==> config.mk <==
export PLATFORM = sky130hd
export DESIGN_NAME = player_ctrl
export DESIGN_NICKNAME = d
export VERILOG_FILES = /design/src/rtl/player_ctrl.sv
export SDC_FILE = /design/constraint.sdc
export NUM_CORES = 1
export LEC_CHECK = 0
export CORE_ASPECT_RATIO = 0.7
export CORE_MARGIN = 2
export CORE_UTILIZATION = 61
export DETAILED_ROUTE_END_ITERATION = 6
export PLACE_DENSITY = 0.93
export RECOVER_POWER = 25
export SYNTH_ARGS = -nofsm -noshare
export SYNTH_HDL_FRONTEND = slang
export SYNTH_SLANG_ARGS = --single-unit
==> constraint.sdc <==
create_clock -name clk -period 12.9 [get_ports clk]
set_input_delay 3.225 -clock clk [delete_from_list [all_inputs] [get_ports clk]]
set_output_delay 3.225 -clock clk [all_outputs]
set_load 0.02 [all_outputs]
==> src/rtl/player_ctrl.sv <==
// player_ctrl -- per-frame player position update engine.
//
// Between frames (after EOF, before the next SOF) the block walks the players
// in ascending index order, one per clock, decodes each player's active-low
// key nibble into a single-axis move and saturates the result into the
// configured screen box.
//
// Optional feature: define PLAYER_CTRL_ACCEL_EN to give every player a
// saturating 4-bit hold counter that doubles the step once the same move has
// been held for HOLD_FRAMES consecutive passes.
module player_ctrl #(
  parameter int NPLAYERS    = 2,
  parameter int W           = 11,
  parameter int STEP        = 1,
  parameter int XMIN        = 0,
  parameter int XMAX        = 799,
  parameter int YMIN        = 0,
  parameter int YMAX        = 599,
  parameter int X0          = 400,
  parameter int Y0          = 300,
  parameter int DX_INIT     = 64,
  parameter int HOLD_FRAMES = 8
) (
  input  logic                  clk,
  input  logic                  reset,
  input  logic                  SOF,
  input  logic                  EOF,
  input  logic [4*NPLAYERS-1:0] key,
  output logic [W*NPLAYERS-1:0] center_x,
  output logic [W*NPLAYERS-1:0] center_y,
  output logic [NPLAYERS-1:0]   moving,
  output logic                  upd
);

  localparam int IW    = (NPLAYERS > 1) ? $clog2(NPLAYERS) : 1;
  localparam int STEP2 = 2 * STEP;

  // Bounds and steps pre-sized to the W+1 bit arithmetic width.
  localparam logic signed [W:0] XMIN_E  = XMIN[W:0];
  localparam logic signed [W:0] XMAX_E  = XMAX[W:0];
  localparam logic signed [W:0] YMIN_E  = YMIN[W:0];
  localparam logic signed [W:0] YMAX_E  = YMAX[W:0];
  localparam logic signed [W:0] STEP_E  = STEP[W:0];
  localparam logic signed [W:0] STEP2_E = STEP2[W:0];

  // Elaboration-time guard against configurations the datapath cannot hold.
  if (NPLAYERS < 1 || NPLAYERS > 8 || HOLD_FRAMES < 0 || HOLD_FRAMES > 15) begin : g_bad_params
    $error("player_ctrl: NPLAYERS must be 1..8 and HOLD_FRAMES 0..15");
  end

  typedef enum logic [1:0] {LOCKED, UPDATE, DONE} state_t;
  typedef enum logic [1:0] {DIR_XP, DIR_YP, DIR_YN, DIR_XN} dir_t;

  state_t                state, state_next;
  logic [IW-1:0]         idx, idx_next;
  logic                  last_player;
  logic                  proc_en;
  logic                  upd_next;

  logic signed [W-1:0]   pos_x [NPLAYERS];
  logic signed [W-1:0]   pos_y [NPLAYERS];

  logic [3:0]            cur_key;
  logic signed [W-1:0]   cur_x, cur_y;
  logic signed [W:0]     x_ext, y_ext, sum_x, sum_y;
  logic signed [W-1:0]   new_x, new_y;
  logic                  move_valid;
  dir_t                  move_dir;
  logic signed [W:0]     step_amt;

  assign last_player = (idx == IW'(NPLAYERS - 1));

  // Saturate a W+1 bit signed value into [lo, hi]; bounds always fit in W bits.
  function automatic logic signed [W-1:0] clamp(input logic signed [W:0] v,
                                               input logic signed [W:0] lo,
                                               input logic signed [W:0] hi);
    logic signed [W:0] r;
    if (v < lo)      r = lo;
    else if (v > hi) r = hi;
    else             r = v;
    return r[W-1:0];
  endfunction

  // State register: FSM state, player index and the registered upd pulse.
  // NOTE: clocked state uses non-blocking assignments so every register sees the pre-edge values of the others.
  always_ff @(posedge clk) begin
    if (reset) begin
      state <= LOCKED;
      idx   <= '0;
      upd   <= 1'b0;
    end else begin
      state <= state_next;
      idx   <= idx_next;
      upd   <= upd_next;
    end
  end

  // Next-state logic: EOF opens a pass, SOF closes it, the last player ends it.
  // NOTE: every combinational output gets a default first so no path leaves it unassigned and infers a latch.
  always_comb begin
    state_next = state;
    idx_next   = idx;
    case (state)
      LOCKED: begin
        idx_next = '0;
        if (EOF) state_next = UPDATE;   // EOF wins over a simultaneous SOF
      end
      UPDATE: begin
        if (SOF) begin
          state_next = LOCKED;
          idx_next   = '0;
        end else if (last_player) begin
          state_next = DONE;
          idx_next   = '0;
        end else begin
          idx_next   = idx + 1'b1;
        end
      end
      DONE: begin
        idx_next = '0;
        if (SOF) state_next = LOCKED;   // EOF here is ignored: one pass per frame
      end
      default: begin
        state_next = LOCKED;
        idx_next   = '0;
      end
    endcase
  end

  // Output logic: which cycles write a player and when the pass-complete pulse fires.
  always_comb begin
    proc_en  = (state == UPDATE);
    upd_next = (state == UPDATE) && last_player && !SOF;
  end

  // Decode the current player's key nibble and compute its saturated new position.
  always_comb begin
    cur_key    = key[{idx, 2'b00} +: 4];
    cur_x      = pos_x[idx];
    cur_y      = pos_y[idx];
    x_ext      = {cur_x[W-1], cur_x};
    y_ext      = {cur_y[W-1], cur_y};
    move_valid = 1'b1;
    move_dir   = DIR_XP;
    case (cur_key)
      4'b1110: move_dir = DIR_XP;
      4'b1101: move_dir = DIR_YP;
      4'b1011: move_dir = DIR_YN;
      4'b0111: move_dir = DIR_XN;
      default: move_valid = 1'b0;
    endcase
    sum_x = x_ext;
    sum_y = y_ext;
    if (move_valid) begin
      case (move_dir)
        DIR_XP:  sum_x = x_ext + step_amt;
        DIR_YP:  sum_y = y_ext + step_amt;
        DIR_YN:  sum_y = y_ext - step_amt;
        default: sum_x = x_ext - step_amt;
      endcase
    end
    new_x = clamp(sum_x, XMIN_E, XMAX_E);
    new_y = clamp(sum_y, YMIN_E, YMAX_E);
  end

`ifdef PLAYER_CTRL_ACCEL_EN
  logic [3:0] hold_cnt [NPLAYERS];
  dir_t       last_dir [NPLAYERS];
  logic       same_move;

  // Step selection: double speed once the same move has been held long enough.
  always_comb begin
    same_move = move_valid && (hold_cnt[idx] != 4'd0) && (last_dir[idx] == move_dir);
    step_amt  = (same_move && (int'(hold_cnt[idx]) >= HOLD_FRAMES)) ? STEP2_E : STEP_E;
  end

  // Hold counters: count repeats of the same move, restart on a new one, clear on idle.
  always_ff @(posedge clk) begin
    if (reset) begin
      for (int p = 0; p < NPLAYERS; p++) begin
        hold_cnt[p] <= 4'd0;
        last_dir[p] <= DIR_XP;
      end
    end else if (proc_en) begin
      if (!move_valid) begin
        hold_cnt[idx] <= 4'd0;
      end else begin
        if (same_move) hold_cnt[idx] <= (hold_cnt[idx] == 4'hf) ? 4'hf : hold_cnt[idx] + 4'd1;
        else           hold_cnt[idx] <= 4'd1;
        last_dir[idx] <= move_dir;
      end
    end
  end
`else
  assign step_amt = STEP_E;
`endif

  // Player registers: positions and moving flags, written only in the player's own cycle.
  // NOTE: the position arrays are reset because their start values are architectural, not scratch storage.
  always_ff @(posedge clk) begin
    if (reset) begin
      for (int p = 0; p < NPLAYERS; p++) begin
        pos_x[p] <= W'(X0 + p * DX_INIT);
        pos_y[p] <= W'(Y0);
      end
      moving <= '0;
    end else if (proc_en) begin
      pos_x[idx]  <= new_x;
      pos_y[idx]  <= new_y;
      moving[idx] <= (new_x != cur_x) || (new_y != cur_y);
    end
  end

  // Pack the per-player coordinates onto the flat output buses.
  for (genvar g = 0; g < NPLAYERS; g++) begin : g_pack
    assign center_x[g*W +: W] = pos_x[g];
    assign center_y[g*W +: W] = pos_y[g];
  end

endmodule

---- After elaboration in Yosys (flattened, before gate mapping) ----
Memory sizes are Yosys's and may differ from the RTL's. A register that Yosys moved wholly into a read port is not among the register bits.
Index checks and enable logic that the tools add are counted.
storage, ports and cells
  logic and storage cells ................. 76
  input port bits ......................... 12
  register bits ........................... 6
  memories ................................ 2
  bits in writable memories ............... 44
operators by class
  $lt $le $gt $ge ......................... 6
  shift-type cells ........................ 1
  muxes and demuxes ....................... 31
  bitwise operators ....................... 1
  equal/unequal tests ..................... 13
  add/subtract/negate cells ............... 5
  reductions and logical operators ........ 13
memories
  name   depth  width  rd ports  clocked after Yosys merged registers in  wr ports  line  text
  pos_x  2      11     3         1                                        2         60    logic signed [W-1:0] pos_x [NPLAYERS];
  pos_y  2      11     3         1                                        2         61    logic signed [W-1:0] pos_y [NPLAYERS];
operators with widths
  operator                                                                           number
  11-bit 2-to-1 mux                                                                  6
  12-bit case mux with 2 select lines                                                2
  11-bit by 2-bit adder with 12-bit output, second input constant                    2
  12-bit by 11-bit greater-than comparator with 1-bit output, second input constant  2
  12-bit by 1-bit < comparator with 1-bit output, second input constant              2
  12-bit 2-to-1 mux                                                                  2
  11-bit by 2-bit subtractor with 12-bit output, second input constant               2
  11-bit != test                                                                     2
  11-bit OR reduction                                                                2
  1-bit 2-to-1 mux                                                                   13
  4-bit equality test, second input constant                                         3
  2-bit case mux with 3 select lines                                                 2
  2-bit 2-to-1 mux                                                                   4
  4-bit OR reduction                                                                 2
  8-bit by 4-bit indexed part select with 4-bit output                               1
  2-bit by 1-bit equality test with 1-bit output, second input constant              2
  2-bit equality test, second input constant                                         2
  4-bit by 3-bit equality test with 1-bit output, second input constant              1
  2-bit logical NOT                                                                  2
  2-bit != test, second input constant                                               2
  1-bit logical AND                                                                  3
  3-bit != test, second input constant                                               1
  3-bit AND reduction                                                                1
  2-bit bitwise mux                                                                  1
  8 further kinds                                                                    8

---- Depth between registers and ports, before layout ----
Gate-level depths: netlist of the first run.
  depth in word-level cells ............... 13
  depth in mapped cells ................... 23
  depth with buffers taken out ............ 17

---- Worst setup path after synthesis of the first run ----
No wires, ideal clock.
  path kind ............................... input-to-reg
  from .................................... input port key[6]
  to ...................................... register moving[0]
  slack ................................... 5.826 ns
  path buffers ............................ 0
  data arrival time ....................... 6.948 ns
  data required time ...................... 12.774 ns
  stages .................................. 17
  cells stage by stage .................... xor2_1 > and4_1 > nor2_1 > ha_1 > inv_1 > fa_1 > a2111oi_0 > nor3_1 > and4_1 > or3_4 > and2_1 > a21oi_2 > a31oi_1 > nor4_1 > o2111ai_1 > nor4_2 > o21ai_1
between the ends
  cells in the longest elaborated chain, start to end .. 13
RTL lines
  item                                                                                          line  text
  start: declaration                                                                            28    input logic [4*NPLAYERS-1:0] key,
  8-bit by 4-bit indexed part select with 4-bit output (*)                                      138   cur_key = key[{idx, 2'b00} +: 4];
  4-bit by 3-bit equality test with 1-bit output / 4-bit equality test (equally long branches)  145   case (cur_key)
  2-bit case mux with 3 select lines                                                            145
  2-bit equality test / 2-bit by 1-bit equality test with 1-bit output (equally long branches)  155   case (move_dir)
  2-bit OR reduction (no source line)                                                           n/a
  12-bit case mux with 2 select lines                                                           155
  12-bit 2-to-1 mux                                                                             154   if (move_valid) begin
  12-bit by 11-bit greater-than comparator with 1-bit output                                    79    else if (v > hi) r = hi;
  11-bit 2-to-1 mux                                                                             79
  11-bit 2-to-1 mux                                                                             78    if (v < lo) r = lo;
  11-bit != test                                                                                210   moving[idx] <= (new_x != cur_x) || (new_y != cur_y);
  1-bit logical OR (*)                                                                          210
  2-bit bitwise mux (*)                                                                         210
  end signal: indexed assignment                                                                210
  end: declaration                                                                              31    output logic [NPLAYERS-1:0] moving,
Every way passes the cells marked *; elsewhere a longest branch is shown, timed or not.
A chain may end at the register's enable or synchronous reset.

---- Worst setup path in the final report of the first run ----
  from .................................... input port key[7]
  to ...................................... register moving[1]
Same word-level chain as after synthesis.

==> metrics.cfg, run 1 <==
[route]
route.detailed.drc=0
antenna_left=0
via_per_inst=6.84
routed_wl_um=13900
drtPass1Iterations=7
dr.first_iter.drc_count=544
wire_per_inst_um=20.7
vias=4596

[yosys]
yosysMostFrequentCell=nor2_1
yosysWarnings=0
synth_area_um2=4650
synth_area_leaders=edfxtp_1 28%, ha_1 5.9%, mux2i_1 4.3%
synth_edf_count=44
synthCells=518
ys_types=88
yosys.area.top_type=edfxtp_1
synth_ff_type=edfxtp_1
async_reset_ff_frac=0
ys_seq_elements=50
avgSynthCellArea_um2=8.97
ys_top_cells_by_count=50 x nor2_1, 49 x nand2_1, 44 x edfxtp_1
yosysTopAreaCellShare=0.284
ys_seq_area_frac=0.310

[place]
dpl.hpwl_um=10700
io_buffers=58
globalplace.congestion=1.03

[pwr]
swShare=0.377
p_seq_frac=0.339
p_sw_mw=0.213
power_density_nw_per_um2=104
combPwrFrac=0.429
p_int_mw=0.352
leakage_nw=2.03
clock_power_share=0.231
irDropWorstVdd_mv=0.0582

[sta]
slew_viol_final=0
rsz0062_at_grt=no
slew_headroom=0.323
skew_ns=0.00588
setup_tns_ns=0
clock.fmax_mhz=121
worst_slew_pin_slew_ns=1.01
timing.hold.ws_ns=0.549
finalSetupViolations=0
fin_crit_sh=0.640
hold_violations=0
period_minus_slack_ns=8.25

[die]
io_pins=59
initial_core_util=0.632
core-area_um2=7350
die_h_um=77.0
dieArea_um2=8340
die_x_um=108
row_count=26

[grt]
grt_remaining_overflow=0
grt_usage=0.338
grt_antenna_before_repair=0
grt_pass1_vias=4322
grt_max_degree=40
grt_pass1_wl_um=22000

[finish]
drive_gt1_frac=0.0836
antennaDiodeCount=0
syn_to_final_growth_pct=16.9
nets=609

[setup_path]
setup.worst_path.end_class=flop
worstPathArrival_ns=8.43
crit_fanout=13
cp-endpoint=moving[1]
r2r_slack_ns=7.77
r2r-start=idx
r2r_cells=17
startpoint_type=primary input
critPathLaunch=key[7]
r2r-end=moving[1]
criticalPathCategory=in -> reg
worst_ep_required_time_ns=13.08

[clock_network]
clock_sinks=50
cts-htree-levels=2
cts_tree=yes
worst_skew_pair.late_latency_ns=0.31
cts_setup_buffers=0
hold_buffers=0
cts_buffers=5
clock_path_buffers=2
cts_resized=0
clk_pin_slew_worst_paths_ns=0.09
cts_root_buf=clkbuf_8

[worst_hold_path]
min_path_type=reg -> reg
whs_path_depth=2

[run]
maxCapViolations=0

[status]
status=complete, no violations

## area by class of cell
| type | count | area, µm² |
|---|---|---|
| Multi-Input combinational cell | 433 | 3050 |
| Inverter | 22 | 82.6 |
| Sequential cell | 50 | 1440 |
| Timing Repair Buffer | 61 | 603 |
| Fill cell | 551 | 1920 |
| Clock buffer | 5 | 68.8 |
| Clock inverter | 3 | 63.8 |
| Tap cell | 98 | 123 |
## per-stage QoR
step | setup slack [ns] | util | cell area (µm²) | total power, mW | cells
final | 4.65 | 0.739 | 5430 | 0.565 | 672
after global placement | 4.60 | 0.721 | 5300 | 0.422 | 664
after global routing | 4.39 | 0.739 | 5430 | 0.587 | 672
after floorplan | 5.83 | - | 4660 | 0.364 | 521
after detailed placement | 4.46 | 0.721 | 5300 | 0.429 | 664
after CTS | 4.78 | 0.739 | 5430 | 0.556 | 672
## critical path: stages
cell             delay (ns)
clkdlybuf4s50_1        0.55
xor2_1                 0.20
and4_1                 0.33
nor2_1                 0.11
ha_1                   0.21
inv_1                  0.37
ha_1                   0.38
a2111oi_0              0.45
nor3_1                 0.15
and4_1                 0.24
or3_4                  0.39
and2_1                 0.25
a21oi_2                0.23
o31a_1                 0.41
or2_0                  0.23
o2111ai_1              0.17
nor4_2                 0.41
o21ai_1                0.12
## how the worst min path moves through the flow
stage / end / start / slack, ns
after global placement: moving[0] / moving[0] / 0.49
after global routing: moving[0] / moving[0] / 0.56
final: moving[0] / moving[0] / 0.55
after detailed placement: moving[0] / moving[0] / 0.52
after CTS: moving[0] / moving[0] / 0.55
after floorplan: state[0] / state[1] / 0.54
## flip-flops by register name (all words and copies together), names as in the netlist
register  cells
pos_y        22
upd           1
state         2
pos_x        22
moving        2
idx           1
## cells by family after synthesis
group | after synthesis | share of synthesized area
buffers and inverters | 38 | 0.0366
AOI/OAI and AO/OA | 144 | 0.230
and+or+nand+nor | 203 | 0.221
other | 1 | 0.000807
adders and majority gates | 24 | 0.0679
xor gates and xnor gates | 24 | 0.0452
muxes | 34 | 0.0883
DFF | 50 | 0.310
## routing by layer
layer | share of wire | wire [µm] | vias up | track usage
li1 | - | - | 2070 | -
met4 | 0.013 | 174 | 0 | 0.0705
met3 | 0.14 | 1900 | 35 | 0.0884
met2 | 0.42 | 5870 | 359 | 0.504
met1 | 0.43 | 5960 | 2132 | 0.496
met5 | 0 | 0 | - | 0
## cells in the final DEF (no fill, tap or decap), types with 4 or more instances in the layout
cell type	netlist	routed
a211oi_1	6	6
a211oi_2	5	5
a21o_1	10	10
a21oi_1	33	33
a311oi_1	4	4
a31oi_1	4	4
and2_1	13	13
and3_1	9	9
clkbuf_8	0	5
clkdlybuf4s50_1	0	27
conb_1	1	4
dfxtp_1	6	5
dlygate4sd3_1	0	31
edfxtp_1	44	44
ha_1	22	22
inv_1	22	22
mux2_2	8	8
mux2i_1	20	20
nand2_1	49	49
nand2b_1	15	15
nand3_1	17	17
nor2_1	50	50
nor2b_1	6	6
nor3_1	15	15
o2111ai_1	4	4
o211ai_1	5	5
o21ai_0	16	16
o21ai_1	7	7
o221ai_1	4	4
o31ai_1	4	4
or3_1	4	4
xnor2_1	11	11
xor2_1	13	13
## power groups by stage
stage               Combinational [mW]  Clock [mW]  Sequential, mW
floorplan                        0.161           0           0.203
global placement                 0.227           0           0.195
detailed placement               0.234           0           0.195
CTS                              0.235       0.129           0.192
global route                     0.259       0.136           0.193
finish                           0.243       0.131           0.192
Power figures use the tool's default switching activity.
==> run 2, diff against run 1 <==
CORE_UTILIZATION = 51   (was 61)
PLACE_DENSITY = 0.83   (was 0.93)
clock period = 6.72 ns   (was 12.9 ns; I/O delays follow)
==> run 2 against run 1 <==
Combinational power is 95% higher. Clock-buffer cell count unchanged. Critical endpoint is now moving[0]. Critical path depth unchanged. Clock power increased by 120%. Worst hold slack worse by 0.039 ns. Worst setup slack worse by 4.4 ns. Die area increased by 19%. Sequential power increased by 92%. Core utilization shrank 12 points. Register-to-register slack lost 6.1 ns. Global-route usage down 5.7 points. Non-clock buffer count is 7 higher. Critical path type unchanged.
==> metrics.cfg, run 2 (same netlist as run 1, synthesis figures left out) <==
[sta]
skew_ns=0.00639  ; +0.000507 ns
period_minus_slack_ns=6.51
fin_crit_sh=0.968
slew_headroom=0.294  ; -0.0296
clock.fmax_mhz=154
fin_ws_ns=0.214  ; -4.43 ns
worst_slew_pin_slew_ns=1.06  ; +0.0443 ns
hold_violations=0  ; unchanged
slew_viol_final=0  ; unchanged
finalSetupViolations=0  ; unchanged
timing.hold.ws_ns=0.510  ; -0.0389 ns
setup_tns_ns=0  ; unchanged

[clock_network]
cts-htree-levels=2  ; unchanged
clock_path_buffers=2  ; unchanged
cts_root_buf=clkbuf_16
cts_buffers=5  ; unchanged
cts_tree=yes
hold_buffers=0  ; unchanged
clk_pin_slew_worst_paths_ns=0.06  ; -0.03 ns
clock_sinks=50  ; unchanged
worst_skew_pair.late_latency_ns=0.29  ; -0.02 ns

[setup_path]
r2r-start=idx
r2r-end=moving[0]
worstPathArrival_ns=6.66  ; -1.77 ns
startpoint_type=primary input
worst_ep_required_time_ns=6.88  ; -6.20 ns
r2r_cells=17  ; unchanged
criticalPathCategory=in -> reg
crit_fanout=13  ; unchanged
r2r_slack_ns=1.72  ; -6.05 ns
setup.worst_path.end_class=flop

[route]
wl_met3_um=1450  ; -24%
vias=4563  ; -0.72%
drtPass1Iterations=5  ; -2
wire_per_inst_um=19.8  ; -4.4%
routed_wl_um=13900  ; +0.28%
antenna_left=0  ; unchanged
route.detailed.drc=0  ; unchanged
wirelength_met1_um=6420  ; +7.6%
wl_met2_um=5950  ; +1.4%
dr.first_iter.drc_count=665  ; +22%
via_per_inst=6.47  ; -5.4%
highest_layer=met4

[status]
status=complete, no violations

[finish]
final_cell_mix=50 x nor2_1, 49 x nand2_1, 44 x edfxtp_1, 33 x a21oi_1, 30 x dlygate4sd3_1
fin_util=0.622  ; -0.116
antennaDiodeCount=0  ; unchanged
final_common_cell=nor2_1
nFillCells=760  ; +38%
fin_cells=705  ; +4.9%
final_area_um2=5580  ; +2.7%
syn_to_final_growth_pct=20.0
drive_gt1_frac=0.102  ; +0.0179
largestRegisters=pos_x (22), pos_y (22)
nets=616  ; +1.1%

[pwr]
p_sw_mw=0.418  ; +96%
power_density_nw_per_um2=202  ; +95%
combPwrFrac=0.419  ; -0.010
leakage_nw=2.08  ; +2.2%
swShare=0.370  ; -0.00661
clock_power_share=0.254  ; +0.023
p_seq_frac=0.326  ; -0.013
irDropWorstVdd_mv=0.131  ; +130%
p_total_mw=1.13  ; +100%
p_int_mw=0.711  ; +100%

[place]
globalplace.congestion=0.983  ; -4.4%
placedCellCount=697  ; +5.0%
dpl.hpwl_um=11000  ; +2.8%
place_ws_ns=-0.0545  ; -4.52 ns
io_buffers=58  ; unchanged
placed_cell_area_um2=5380  ; +1.6%

[grt]
grt_usage=0.282  ; -0.0566
grt_max_degree=39  ; -2.5%
grt_remaining_overflow=0  ; unchanged
grt_antenna_before_repair=0  ; unchanged
grt_pass1_vias=4285  ; -0.86%
grt_pass1_wl_um=22200  ; +1.2%

[run]
maxCapViolations=0  ; unchanged

[worst_hold_path]
whs_path_depth=2  ; unchanged
min_from=moving[1]
holdPathEnd=moving[1]
min_path_type=reg -> reg

[die]
die_h_um=83.9  ; +8.9%
core-area_um2=8960  ; +22%
io_pins=59  ; unchanged
die_x_um=118  ; +9.0%
dieArea_um2=9900  ; +19%
initial_core_util=0.518  ; -0.114
row_count=29  ; +12%

[run 2: area by class of cell]
type                    count  area, µm²  share of cell area
multi-input cells         433       3070               0.550
clock inverters             3       42.5             0.00763
repair buffers             68        656               0.118
flip-flops and latches     50       1440               0.259
inverters                  22       86.3              0.0155
well taps                 124        155              0.0278
clock buffers               5        125              0.0224
[run 2: repair_timing]
| action | CTS | global route |
|---|---|---|
| setup endpoints to repair | 0 | 2 |
| buffers inserted | 0 | 0 |
| resized for setup | 0 | 6 |
[run 2: layer usage]
layer	global-route usage	vias up
met5	0	-
met1	0.414	2190
met2	0.432	265
li1	-	2083
met4	0.0394	0
met3	0.0649	25
[run 2: critical path, cell delays in order]
cell	delay, ns
clkdlybuf4s50_1	0.47
xor2_1	0.20
and3_1	0.24
nor2_1	0.21
ha_1	0.24
clkinvlp_4	0.28
fa_1	0.55
a2111oi_1	0.43
nor3_1	0.14
and4_1	0.23
or3_4	0.39
a211oi_2	0.31
o21ai_4	0.13
nand2b_1	0.16
a211oi_1	0.31
o2111ai_1	0.19
nor4_2	0.39
o21ai_1	0.11
[run 2: worst max path at each step]
stage | cells after the start | slack (ns) | to | start
detailed placement | 18 | -0.05 | moving[0] | key[7]
CTS | 18 | 0.24 | moving[0] | key[7]
global placement | 18 | 0.16 | moving[1] | key[5]
finish | 18 | 0.21 | moving[0] | key[2]
global route | 18 | -0.006 | moving[0] | key[2]
floorplan | 17 | 1.19 | moving[0] | key[6]
[run 2: power groups by stage]
stage               Combinational, mW  Clock (mW)  Sequential, mW
floorplan                       0.308           0           0.390
global placement                0.447           0           0.374
detailed placement              0.456           0           0.375
CTS                             0.459       0.289           0.369
global route                    0.510       0.301           0.371
finish                          0.473       0.287           0.369
==> run 3, diff against run 2 <==
CORE_UTILIZATION = 39   (was 51)
PLACE_DENSITY = 0.74   (was 0.83)
==> run 3 against run 2 <==
Clock skew increased by 0.0050 ns. Cell count increased by 4.3%. Sequential share of layout area increased by 0.12 points. Clock power decreased by 9.1%. Global-route usage decreased by 6.5 points. Non-clock buffer count decreased by 3. Core utilization decreased by 15 points. Combinational power decreased by 2%.
==> metrics.cfg, run 3 (same netlist as run 1, synthesis figures left out) <==
[setup_path]
setup.worst_path.end_class=flop
criticalPathCategory=in -> reg
worstPathArrival_ns=6.57  ; -0.09 ns
r2r_cells=15  ; -2
r2r_slack_ns=1.82  ; +0.10 ns
crit_fanout=13  ; unchanged
worst_ep_required_time_ns=6.88  ; about the same
r2r-end=moving[1]
r2r-start=idx
startpoint_type=primary input

[pwr]
leakage_nw=2.06  ; -0.88%
irDropWorstVdd_mv=0.103  ; -22%
p_total_mw=1.09  ; -3.2%
power_density_nw_per_um2=197  ; -2.8%

[clock_network]
cts_root_buf=clkbuf_16
clock_path_buffers=2  ; unchanged
cts-htree-levels=2  ; unchanged
cts_buffers=5  ; unchanged
clk_pin_slew_worst_paths_ns=0.07  ; about the same
clock_sinks=50  ; unchanged
cts_tree=yes
worst_skew_pair.late_latency_ns=0.30  ; about the same

[sta]
skew_ns=0.0113  ; +0.00495 ns
period_minus_slack_ns=6.41  ; -0.0959 ns
slew_headroom=0.298  ; +0.00401
clock.fmax_mhz=156  ; +1.5%
setup_tns_ns=0  ; unchanged
finalSetupViolations=0  ; unchanged
hold_violations=0  ; unchanged
fin_ws_ns=0.310  ; +0.0959 ns
worst_slew_pin_slew_ns=1.05  ; -0.00601 ns
fin_crit_sh=0.954  ; -0.0143
slew_viol_final=0  ; unchanged
rsz0062_at_grt=no

[place]
globalplace.congestion=1.00  ; +1.7%
io_buffers=58  ; unchanged
place_ws_ns=0.00987  ; +0.0644 ns
dpl.hpwl_um=10600  ; -3.5%

[grt]
grt_antenna_before_repair=0  ; unchanged
grt_max_degree=41  ; +5.1%
grt_pass1_wl_um=21900  ; -1.4%
grt_pass1_vias=4222  ; -1.5%
grt_remaining_overflow=0  ; unchanged
grt_usage=0.217  ; -0.0650

[die]
row_count=33  ; +14%
die_x_um=134  ; +14%
io_pins=59  ; unchanged
core-area_um2=11600  ; +30%
dieArea_um2=12800  ; +29%
initial_core_util=0.399  ; -0.119
die_h_um=95.3  ; +14%

[worst_hold_path]
min_from=moving[0]
min_path_type=reg -> reg
holdPathEnd=moving[0]
whs_path_depth=2  ; unchanged

[route]
drtPass1Iterations=7  ; +2
via_per_inst=6.07  ; -6.2%
wire_per_inst_um=18.6  ; -6.1%
antenna_left=0  ; unchanged
dr.first_iter.drc_count=478  ; -28%
vias=4460  ; -2.3%
route.detailed.drc=0  ; unchanged
routed_wl_um=13600  ; -2.1%

[finish]
nets=613  ; -0.49%
syn_to_final_growth_pct=19.5
final_common_cell=nor2_1
fin_util=0.477  ; -0.146
largestRegisters=pos_x (22), pos_y (22)
drive_gt1_frac=0.0934  ; -0.00812
final_cell_mix=50 x nor2_1, 49 x nand2_1, 44 x edfxtp_1, 33 x a21oi_1, 32 x dlygate4sd3_1
nFillCells=1124  ; +48%
antennaDiodeCount=0  ; unchanged

[status]
status=complete, no violations

[run]
maxCapViolations=0  ; unchanged

-- run 3: changes by cell type in the layout (fill, tap and decap cells not counted), sizes merged --
| cell | delta |
|---|---|
| buf | -3 |
| clkdlybuf4s50 | -2 |
| dlygate4sd3 | +2 |
| inv | +2 |
| bufinv | -1 |
| clkinvlp | -1 |
-- run 3: repair_timing --
item                       in CTS  in global routing
setup endpoints to repair       0                  1
hold buffers                    0                  0
gates resized for setup         0                  1
setup buffers                   0                  0
-- run 3: worst max path at each step --
| stage | startpoint | to | slack, ns | cells past startpoint |
|---|---|---|---|---|
| after floorplan | key[6] | moving[0] | 1.19 | 17 |
| after global placement | key[7] | moving[0] | 0.22 | 18 |
| after detailed placement | key[7] | moving[1] | 0.01 | 18 |
| after CTS | key[7] | moving[1] | 0.30 | 18 |
| after global routing | key[5] | moving[1] | 0.02 | 18 |
| final | key[7] | moving[1] | 0.31 | 18 |
-- run 3: area by class of cell --
type                    instances  area [µm²]  share of cell area
multi-input cells             433        3050               0.549
clock buffers                   5         125              0.0225
clock inverters                 3        22.5             0.00406
repair buffers                 65         633               0.114
flip-flops and latches         50        1440               0.260
inverters                      22        82.6              0.0149
well taps                     157         196              0.0354
-- run 3: metrics by stage --
| step | area (µm²) | cells | hold slack (ns) |
|---|---|---|---|
| 3_3_place_gp | 5400 | 727 | 0.500 |
| 4_1_cts | 5550 | 735 | 0.533 |
| 5_1_grt | 5550 | 735 | 0.549 |
| 3_5_place_dp | 5400 | 727 | 0.514 |
| 6_report | 5550 | 735 | 0.550 |
| 2_1_floorplan | 4660 | 521 | 0.541 |
-- run 3: power by group --
group          switching, mW  internal (mW)  total (mW)
Sequential            0.0122          0.356       0.368
Clock                  0.121          0.140       0.261
Combinational          0.287          0.176       0.463
Total                  0.420          0.672        1.09
-- run 3: per-layer routing --
metal,share of wire,global-route usage,vias to the layer above
met5,0,0,-
met4,0.015,0.0482,0
met3,0.090,0.0521,27
met2,0.44,0.344,228
met1,0.46,0.301,2119
li1,-,-,2086
-- run 3: worst max-delay path, stage by stage --
cell,delay [ns]
clkdlybuf4s50_1,0.54
xor2_1,0.21
and4_1,0.32
nor2_1,0.10
ha_1,0.19
inv_1,0.36
ha_1,0.37
a2111oi_0,0.46
nor3_1,0.12
and4_1,0.23
or3_4,0.39
and2_1,0.24
a21oi_2,0.25
o221ai_1,0.15
nor4_1,0.28
o2111ai_1,0.21
nor4_2,0.36
o21ai_1,0.10
